===== src/rtl/joypad_port.sv =====
`default_nettype none
// ============================================================================
// Module      : joypad_port
// Description : Two-port serial game-controller interface at $4016/$4017.
//               A write to $4016 sets the latch/strobe bit. While strobe is
//               high, both shift registers track the live button vectors.
//               Once strobe is low, each decoded read of a port returns one
//               button bit (A first) and shifts that port by one position.
//               After eight reads the port returns 1.
// Ports       : clk          - system clock, state changes on posedge
//               reset        - asynchronous, active-high reset
//               cpu_ce       - one-clk qualifier for the active bus phase
//               cpu_addr     - CPU address bus
//               cpu_rd       - CPU read access (valid with cpu_ce)
//               cpu_wr       - CPU write access (valid with cpu_ce)
//               cpu_din      - CPU write data
//               pad1_buttons - port 1 buttons {A,B,Sel,Start,U,D,L,R}, 1=pressed
//               pad2_buttons - port 2 buttons, same encoding
//               cpu_dout     - read data: {OPEN_BUS, 4'b0000, serial bit}
//               dout_en      - high while cpu_dout drives a decoded read
//               strobe       - current latch/strobe bit
// Revision    : 1.0 - initial release
// ============================================================================
module joypad_port #(
    parameter logic [2:0] OPEN_BUS = 3'b010
) (
    input  logic        clk,
    input  logic        reset,
    input  logic        cpu_ce,
    input  logic [15:0] cpu_addr,
    input  logic        cpu_rd,
    input  logic        cpu_wr,
    input  logic [7:0]  cpu_din,
    input  logic [7:0]  pad1_buttons,
    input  logic [7:0]  pad2_buttons,
    output logic [7:0]  cpu_dout,
    output logic        dout_en,
    output logic        strobe
);

    localparam logic [15:0] c_ADDR_PORT1 = 16'h4016;
    localparam logic [15:0] c_ADDR_PORT2 = 16'h4017;
    localparam logic [3:0]  c_CNT_MAX    = 4'd8;

    logic       r_strobe;
    logic [7:0] r_sr1;
    logic [7:0] r_sr2;
    logic [3:0] r_cnt1;
    logic [3:0] r_cnt2;

    logic w_sel1;
    logic w_sel2;
    logic w_rd1;
    logic w_rd2;
    logic w_wr1;
    logic w_bit1;
    logic w_bit2;

    // Only bit 0 of the write data is meaningful to this port.
    logic w_unused_din;
    assign w_unused_din = ^cpu_din[7:1];

    assign w_sel1 = (cpu_addr == c_ADDR_PORT1);
    assign w_sel2 = (cpu_addr == c_ADDR_PORT2);

    // All accesses are qualified by cpu_ce so a read stretched over several
    // clocks shifts exactly once.
    assign w_rd1 = cpu_ce & cpu_rd & w_sel1;
    assign w_rd2 = cpu_ce & cpu_rd & w_sel2;
    assign w_wr1 = cpu_ce & cpu_wr & w_sel1;

    // While strobed the controller reports live A. After eight shifts the
    // register is exhausted and the line idles high.
    always_comb begin
        w_bit1 = r_sr1[7];
        w_bit2 = r_sr2[7];
        if (r_strobe) begin
            w_bit1 = pad1_buttons[7];
            w_bit2 = pad2_buttons[7];
        end else begin
            if (r_cnt1 >= c_CNT_MAX) w_bit1 = 1'b1;
            if (r_cnt2 >= c_CNT_MAX) w_bit2 = 1'b1;
        end
    end

    always_comb begin
        cpu_dout = 8'h00;
        dout_en  = 1'b0;
        if (w_rd1) begin
            cpu_dout = {OPEN_BUS, 4'b0000, w_bit1};
            dout_en  = 1'b1;
        end else if (w_rd2) begin
            cpu_dout = {OPEN_BUS, 4'b0000, w_bit2};
            dout_en  = 1'b1;
        end
    end

    assign strobe = r_strobe;

    always_ff @(posedge clk or posedge reset) begin
        if (reset) begin
            r_strobe <= 1'b0;
            r_sr1    <= 8'h00;
            r_sr2    <= 8'h00;
            r_cnt1   <= 4'd0;
            r_cnt2   <= 4'd0;
        end else begin
            if (w_wr1) begin
                r_strobe <= cpu_din[0];
            end

            // Reload uses the current strobe value, so the edge that clears
            // strobe still captures the buttons one last time.
            if (r_strobe) begin
                r_sr1  <= pad1_buttons;
                r_sr2  <= pad2_buttons;
                r_cnt1 <= 4'd0;
                r_cnt2 <= 4'd0;
            end else begin
                if (w_rd1) begin
                    r_sr1 <= {r_sr1[6:0], 1'b1};
                    if (r_cnt1 < c_CNT_MAX) r_cnt1 <= r_cnt1 + 4'd1;
                end
                if (w_rd2) begin
                    r_sr2 <= {r_sr2[6:0], 1'b1};
                    if (r_cnt2 < c_CNT_MAX) r_cnt2 <= r_cnt2 + 4'd1;
                end
            end
        end
    end

endmodule
`default_nettype wire

===== config.mk =====
export PLATFORM = sky130hd
export DESIGN_NAME = joypad_port
export DESIGN_NICKNAME = d
export VERILOG_FILES = /design/src/rtl/joypad_port.sv
export SDC_FILE = /design/constraint.sdc
export NUM_CORES = 1
export LEC_CHECK = 0
export ABC_AREA = 1
export BUFFER_PORTS_ARGS = -buffer_cell sky130_fd_sc_hd__clkbuf_2
export CORE_ASPECT_RATIO = 2
export CORE_UTILIZATION = 53
export CTS_CLUSTER_SIZE = 16
export DETAILED_ROUTE_END_ITERATION = 10
export HOLD_SLACK_MARGIN = 0.15
export PLACE_DENSITY = 0.88
export SKIP_CTS_REPAIR_TIMING = 1
export SYNTH_ARGS = -nofsm -noshare
export SYNTH_HDL_FRONTEND = slang
export SYNTH_SLANG_ARGS = --single-unit

===== constraint.sdc =====
create_clock -name clk -period 1.71 [get_ports clk]
set_input_delay 0.0855 -clock clk [delete_from_list [all_inputs] [get_ports clk]]
set_output_delay 0.0855 -clock clk [all_outputs]
set_load 0.02 [all_outputs]

==> flow_metrics.env <==
export IMPL_status="completed"
export IMPL_hp_class="in2reg"
export IMPL_drv_slew=0
export IMPL_synth_main_ff_cell="dfrtp_1"
export IMPL_die_x_um=39.9
export IMPL_finalHoldViolCount=0
export IMPL_start_util=0.557
export IMPL_final_nets=302
export IMPL_clock_sinks=25
export IMPL_dp_hpwl_um=2460
export IMPL_wirelength_um=3390
export IMPL_io_pins=55
export IMPL_dr_total_vias=1427
export IMPL_grt_pass1_vias=1467
export IMPL_root_buffer="clkbuf_8"
export IMPL_drive_gt1_frac=0.250
export IMPL_synth_edf_count=0
export IMPL_h_tree_depth=1
export IMPL_pre_cts_ws_ps=337
export IMPL_drtAntennaViolNets=0
export IMPL_power_density_mw_per_mm2=604
export IMPL_worst_slack_ps=174
export IMPL_max_cap_violations=0
export IMPL_synth_distinct_cells=23
export IMPL_synth_seq_area_share=0.411
export IMPL_syn_avg_cell_area_um2=7.40
export IMPL_grt_max_degree=28
export IMPL_gr_total_overflow=0
export IMPL_grt_first_pass_wirelength_um=5550
export IMPL_start_kind="register"
export IMPL_yosys_top_cells_area="dfrtp_1, nand2_1, o21ai_0"
export IMPL_drt_pass1_iter_count=4
export IMPL_cts_tree="done"
export IMPL_setup_tns_ps=0
export IMPL_cts_buffers=3
export IMPL_synth_most_common_cell="nand2_1"
export IMPL_synthArstFlopShare=1.00
export IMPL_rows=27
export IMPL_yosys_warnings=0
export IMPL_endpoint_kind="output pin"
export IMPL_critPathKind="reg2out"
export IMPL_rsz0062_at_grt="false"
export IMPL_critical_path_arrival_ps=1450
export IMPL_crit_required_ps=1620
export IMPL_fmax_mhz=651
export IMPL_crit_path_max_fanout=10
export IMPL_syn_area_mm2=0.00152
export IMPL_drc=0
export IMPL_finalCriticalPeriod_ps=1540
export IMPL_dieArea_mm2=0.00311
export IMPL_port_buffers=41
export IMPL_area_growth_pct=20.6
export IMPL_p_leak_nw=1.02
export IMPL_clkSlewWorstSetupHoldPaths_ps=90
export IMPL_setup_violations=0
export IMPL_yosys_top_cells_count="nand2_1, dfrtp_1, inv_1"
export IMPL_vdd_drop_max_mv=0.589
export IMPL_p_total_mw=1.11
export IMPL_antenna_found_initial=0
export IMPL_vias_per_cell=5.08
export IMPL_yosys_register_bits=25
export IMPL_gp_congestion=0.790
export IMPL_n_fill_cell=247
export IMPL_clock_path_buffers=2
export IMPL_drt_initial_drc_count=46
export IMPL_antennaDiodeCount=0
export IMPL_die_height_um=77.8
export IMPL_core_mm2=0.00274
export IMPL_grt_use_total=0.255
export IMPL_yosysTopAreaCell="dfrtp_1"
export IMPL_yosysTopAreaCellShare=0.411
export IMPL_clk_latency_ps=270
export IMPL_clock_skew_ps=5.37
export IMPL_period_share=0.898
export IMPL_wl_per_cell_um=12.1
export IMPL_syn_inst=206
-- power by group --
| part | internal, mW | total (mW) | switching [mW] |
|---|---|---|---|
| Sequential | 0.610 | 0.617 | 0.00775 |
| Combinational | 0.0632 | 0.135 | 0.0717 |
| Clock | 0.165 | 0.358 | 0.192 |
-- area by class of cell --
cell class / instances / area [µm²] / share of cell area
clock inverters: 1 / 7.51 / 0.00408
inverters: 24 / 92.6 / 0.0504
clock buffers: 3 / 41.3 / 0.0225
flip-flops and latches: 25 / 626 / 0.340
well taps: 29 / 36.3 / 0.0197
repair buffers: 51 / 310 / 0.169
multi-input cells: 148 / 724 / 0.394
-- flip-flops by register name, summed over array words and instances (netlist names) --
signal,count
r_sr1,8
r_sr2,8
r_cnt1,4
r_cnt2,4
strobe,1
-- cell usage in the layout, fill, tap and decap left out, types with 2 or more instances in the layout --
cell,Yosys,layout
buf_4,8,2
clkbuf_2,0,41
clkbuf_8,0,3
conb_1,1,6
dfrtp_1,25,25
dlygate4sd3_1,0,7
ha_1,4,4
inv_1,22,22
nand2_1,70,69
nand2_2,2,3
nand3_1,16,16
nand4_1,3,3
nor2_1,12,12
nor2_2,4,4
nor2_4,3,3
o21ai_0,20,20
o21ai_1,3,3
xnor2_1,2,2
-- worst paths after layout --
kind / from / endpoint / slack, ps / cells after the start
min reg2reg: r_sr2[0]$_DFFE_PP0P_ / r_sr2[0]$_DFFE_PP0P_ / 480 / 2
max in group asynchronous: reset / r_cnt2[0]$_DFFE_PP0P_ / 1100 / 4
max: strobe$_DFFE_PP0P_ / cpu_dout[0] / 170 / 8
min: pad1_buttons[1] / r_sr1[1]$_DFFE_PP0P_ / 110 / 5
max reg2reg: strobe$_DFFE_PP0P_ / r_cnt2[1]$_DFFE_PP0P_ / 400 / 6
min in group asynchronous: reset / r_sr2[7]$_DFFE_PP0P_ / 380 / 4
-- through the flow --
| step | area, µm² | utilization | instances | hold WS, ps |
|---|---|---|---|---|
| final | 1840 | 0.672 | 281 | 113 |
| after global placement | 1710 | 0.626 | 270 | 122 |
| after CTS | 1760 | 0.644 | 274 | -166 |
| after detailed placement | 1710 | 0.626 | 270 | 131 |
| after global routing | 1840 | 0.672 | 281 | 152 |
| after floorplan | 1540 | - | 211 | 113 |
-- critical path, stage by stage (launching register included) --
cell      delay [ps]
dfrtp_1          440
inv_4            150
nand2_2          130
nand3_1           90
nand2_1           50
nand2_1           60
nand2_1           50
inv_1             50
clkbuf_2         160
-- metal layers --
layer,up-vias,share of wire,GRT usage
met2,48,0.55,0.461
met1,657,0.38,0.242
met5,-,0,0
met3,9,0.042,0.0286
li1,713,-,-
met4,0,0.030,0.148
-- kinds of logic (layout without fill, tap and decap cells) --
logic type,after synthesis,in the layout,synth area share
and+or+nand+nor,113,113,0.339
buffers and inverters,38,79,0.128
DFF,25,25,0.411
AOI/OAI and AO/OA,23,23,0.0755
adders and majority gates,4,4,0.0328
xor gates and xnor gates,2,2,0.0115
other,1,6,0.00246
No activity file was read; power rests on OpenSTA's default activity.
